<file path="src/rtl/bcd_updown_counter_if.sv">
// bcd_updown_counter_if: control and status bundle for the cascaded digit counter
interface bcd_updown_counter_if #(parameter int DIGITS = 4);
  logic en;
  logic up;
  logic load;
  logic [4*DIGITS-1:0] load_val;
  logic [4*DIGITS-1:0] count;
  logic tc;
  logic wrap;
  logic ovf;
  modport master(output en, up, load, load_val, input count, tc, wrap, ovf);
  modport slave(input en, up, load, load_val, output count, tc, wrap, ovf);
endinterface

</file>
<file path="src/rtl/bcd_updown_counter.sv">
// bcd_updown_counter: N-digit radix-R up/down counter with load, wrap/saturate and sticky overflow
module bcd_updown_counter #(
  parameter int DIGITS = 4,
  parameter int RADIX = 10,
  parameter int SATURATE = 0
) (
  input logic clk,
  input logic rst,
  bcd_updown_counter_if.slave bus
);
  localparam int W = 4 * DIGITS;
  localparam logic [3:0] MAX = 4'(RADIX - 1);
  localparam logic SAT = SATURATE != 0;
  logic [W-1:0] count_q;
  logic [W-1:0] step;
  logic [W-1:0] clean;
  logic [3:0] d;
  logic [3:0] ld;
  logic all_max;
  logic all_zero;
  logic carry;
  logic wrap_q;
  logic ovf_q;
  // ripple the carry/borrow through the digits, detect extremes, and scrub out-of-range load digits
  always_comb begin
    step = '0;
    clean = '0;
    d = '0;
    ld = '0;
    all_max = 1'b1;
    all_zero = 1'b1;
    carry = 1'b1;
    for (int i = 0; i < DIGITS; i++) begin
      d = count_q[4*i+:4];
      ld = bus.load_val[4*i+:4];
      all_max = all_max & (d == MAX);
      all_zero = all_zero & (d == 4'd0);
      step[4*i+:4] = !carry ? d : bus.up ? (d == MAX ? 4'd0 : d + 4'd1) : (d == 4'd0 ? MAX : d - 4'd1);
      carry = carry & (bus.up ? d == MAX : d == 4'd0);
      clean[4*i+:4] = ld > MAX ? 4'd0 : ld;
    end
  end
  assign bus.tc = bus.en & (bus.up ? all_max : all_zero);
  assign bus.count = count_q;
  assign bus.wrap = wrap_q;
  assign bus.ovf = ovf_q;
  // reset beats load beats count; at an extreme either roll over with a wrap pulse or clamp
  always_ff @(posedge clk) begin
    if (rst) begin
      count_q <= '0;
      wrap_q <= 1'b0;
      ovf_q <= 1'b0;
    end else if (bus.load) begin
      count_q <= clean;
      wrap_q <= 1'b0;
      ovf_q <= 1'b0;
    end else if (bus.en) begin
      count_q <= (bus.tc && SAT) ? count_q : step;
      wrap_q <= bus.tc && !SAT;
      ovf_q <= ovf_q | bus.tc;
    end else begin
      wrap_q <= 1'b0;
    end
  end
endmodule
</file>
<file path="src/flat_wrapper.sv">
// flat-port wrapper written by rule: the top's interface ports become plain ports
module bcd_updown_counter_flat 
#(
  parameter int DIGITS = 4,
  parameter int RADIX = 10,
  parameter int SATURATE = 0
)
  (clk, rst, bus_en, bus_up, bus_load, bus_load_val, bus_count, bus_tc, bus_wrap, bus_ovf);
  bcd_updown_counter_if #(.DIGITS(DIGITS)) bus_i ();
  input logic clk;
  input logic rst;
  input wire logic [$bits(bus_i.en)-1:0] bus_en;
  input wire logic [$bits(bus_i.up)-1:0] bus_up;
  input wire logic [$bits(bus_i.load)-1:0] bus_load;
  input wire logic [$bits(bus_i.load_val)-1:0] bus_load_val;
  output wire logic [$bits(bus_i.count)-1:0] bus_count;
  output wire logic [$bits(bus_i.tc)-1:0] bus_tc;
  output wire logic [$bits(bus_i.wrap)-1:0] bus_wrap;
  output wire logic [$bits(bus_i.ovf)-1:0] bus_ovf;
  assign bus_i.en = bus_en;
  assign bus_i.up = bus_up;
  assign bus_i.load = bus_load;
  assign bus_i.load_val = bus_load_val;
  assign bus_count = bus_i.count;
  assign bus_tc = bus_i.tc;
  assign bus_wrap = bus_i.wrap;
  assign bus_ovf = bus_i.ovf;
  bcd_updown_counter #(.DIGITS(DIGITS), .RADIX(RADIX), .SATURATE(SATURATE)) u_core (.clk(clk), .rst(rst), .bus(bus_i));
endmodule
</file>
<file path="config.mk">
export PLATFORM = sky130hd
export DESIGN_NAME = bcd_updown_counter_flat
export DESIGN_NICKNAME = d
export VERILOG_FILES = /design/src/rtl/bcd_updown_counter_if.sv /design/src/rtl/bcd_updown_counter.sv /design/src/flat_wrapper.sv
export SDC_FILE = /design/constraint.sdc
export NUM_CORES = 1
export LEC_CHECK = 0
export CORE_MARGIN = 3
export CORE_UTILIZATION = 53
export DETAILED_ROUTE_END_ITERATION = 12
export PLACE_DENSITY_LB_ADDON = 0.05
export SYNTH_ARGS = -nofsm -noshare
export SYNTH_HDL_FRONTEND = slang
export SYNTH_SLANG_ARGS = --single-unit
export TNS_END_PERCENT = 20
</file>
<file path="constraint.sdc">
create_clock -name clk -period 5.8 [get_ports clk]
set_clock_uncertainty 0.2 [all_clocks]
set_input_delay 0.58 -clock clk [delete_from_list [all_inputs] [get_ports clk]]
set_output_delay 0.58 -clock clk [all_outputs]
set_load 0.02 [all_outputs]
</file>
==> metrics.txt <==
diode count 0; Starting Density 0.570; Async SR Flop Fraction 0; Post-Syn Nets roughly 240; first-pass GRT wire length approximately 7 mm; worst hold path type register to register; share of cells above drive strength 1 0.0798; delay-heaviest family, CP buffers and inverters; Slew @ Worst Pin 0.869 ns; CTS tree built; CTS buffer count 3; Starting DRT DRC Count about 130; Area Overhead vs Synth 22.6%; clock root cell clkbuf_4; Worst EP arrival between 2 and 3 ns; CP Max Fanout 35; Nets about 260; Gate Count Post-Synth 218; Tcrit/Tclk final 0.649; die area between 3000 and 4000 sq um; share of the synthesized area in the top cell type 0.226; PnR worst setup slack 2.04 ns; largest area contributor in the netlist dfxtp_1; Worst Path Buf+Inv 3; Fin. Hold Viols 0; ANT nets after route 0; Max transition margin 0.419; Final min period 3.76 ns; clk slew on worst S/H paths 0.10 ns; core box area around 2800 sq um; Main synth FF type dfxtp_1; Post-Syn Area 1600 sq um; synthesis-stage register bit count 18; Slew Limit Fails 0; CP max stage cell clkdlybuf4s50_1; CP endpoint kind output port; f_max roughly 270 MHz; die height a little over 60 microns; WL final between 4 and 5 mm; YS warnings 0; Leak around 0.68 nW; Remaining Overflow, GRT 0; DPL Wire Length between 3 and 4 mm; FP Rows 19; drt pass-1 iters 5; Synth area leaders dfxtp_1, clkbuf_1, o21ai_0; Routability Congestion ~0.88; gr usage total 0.249; Setup CP Type input pin to output port; Remaining DRCs 0; most common cell after layout, fill and taps aside clkdlybuf4s50_1; Top cell by count, worst path clkdlybuf4s50_1; post-synthesis area per instance between 7 and 8 sq um; Routed WL per cell approximately 16 microns; post-CTS resize count 0; vias after detailed routing approximately 1,800; Distinct cells, synth 55; Fin Hold WS slightly above 0.3 ns; Clock Path Buffers 2; Power Dens Cells 169 nW/um^2; postcts setup bufs 0; worst skew pair latency 0.31 ns; IO buf count 39; vias in the first global route around 1,600; total of max-cap violations 0; initial antenna violation count 0; status completed; CP required around 5 ns; most frequent cells in the layout clkdlybuf4s50_1, dfxtp_1, nor2_1, o21ai_0, nand2_1; Post-Place Setup Slack 2.06 ns; RSZ-0062 raised after global routing false; hold-fix buffers at CTS 0; final setup fails 0; number of synthesized flops with an enable pin 0; Top-Level Pins 40; CTS Sinks 18; Critical Path Source Type input pin; Seq/Total Area, Yosys 0.226; largest net degree at the start of global routing 36; CP cell instances clkdlybuf4s50_1 > buf_4 > nand3_1 > or2_2 > a221oi_1 > clkdlybuf4s50_1; VDD IR max 90.3 uV; H-tree levels 1; largest stage delay on the critical path around 0.7 ns; Die Wd around 60 microns; Vias/cell ~6.5; Setup TNS 0 ns
[sequential cells by signal (all words and copies together) (netlist names)]
| register | count |
|---|---|
| u_core.bus.count | 16 |
| u_core.bus.ovf | 1 |
| u_core.bus.wrap | 1 |
[area by class of cell]
type | instances | area [sq um]
multi-input cells | 172 | 1120
clock buffers | 3 | 22.5
fillers | 233 | 846
repair buffers | 40 | 398
inverters | 5 | 18.8
flip-flops and latches | 18 | 360
well taps | 31 | 38.8
[synthesized netlist by cell type, drive strengths merged, types with 2 or more instances]
cell type	count
nor2	14
or4	4
a211oi	5
or4b	2
and4	3
nor3	5
or3	5
and3	2
clkbuf	20
nor2b	6
a21o	2
buf	3
nand3	10
a311oi	2
nor4	6
and2	3
o2111ai	4
nor3b	3
nand2	12
o21ai	14
dfxtp	18
nand3b	2
or2	7
xnor2	5
o211ai	2
nand2b	6
a221oi	3
or3b	2
o31ai	3
o311a	2
xor2	3
nand4	3
o22ai	2
inv	5
a31oi	3
a21oi	12
[routing by layer]
metal / up-vias / wire, microns / share of wire / GRT usage
li1: 868 / - / - / -
met1: 831 / 1870 / 0.43 / 0.309
met2: 52 / 2180 / 0.50 / 0.415
met3: 7 / 242 / 0.056 / 0.0468
met4: 0 / 59 / 0.014 / 0.118
met5: - / 0 / 0 / 0
[power by group]
group	internal, mW	total [mW]	switching (mW)
Sequential	0.131	0.150	0.0195
Combinational	0.0565	0.113	0.0566
Clock	0.0243	0.0678	0.0435
[metrics by stage]
| stage | power, mW | cells | util | instance area, sq um |
|---|---|---|---|---|
| global route | 0.352 | 269 | 0.698 | 1960 |
| detailed placement | 0.265 | 266 | 0.690 | 1940 |
| global placement | 0.260 | 266 | 0.690 | 1940 |
| finish | 0.331 | 269 | 0.698 | 1960 |
| CTS | 0.331 | 269 | 0.698 | 1960 |
| floorplan | 0.222 | 218 | - | 1600 |
[final timing paths]
check / from / depth (start not counted) / to / slack, ns
setup reg to reg: u_core.bus.count[4] / 4 / u_core.bus.count[10] / 3.54
hold / removal: u_core.bus.ovf / 1 / u_core.bus.ovf / 0.30
hold reg to reg: u_core.bus.ovf / 1 / u_core.bus.ovf / 0.30
setup / recovery: bus_up / 6 / bus_tc / 2.04
[cells by family after synthesis]
logic type / share of synthesized area
XOR/XNOR: 0.0439
multiplexers: 0.00626
buffers and inverters: 0.0728
AO/OA/AOI/OAI: 0.298
flip-flops: 0.226
AND/OR/NAND/NOR: 0.353
Note: power is estimated with default switching activity, not from simulation.
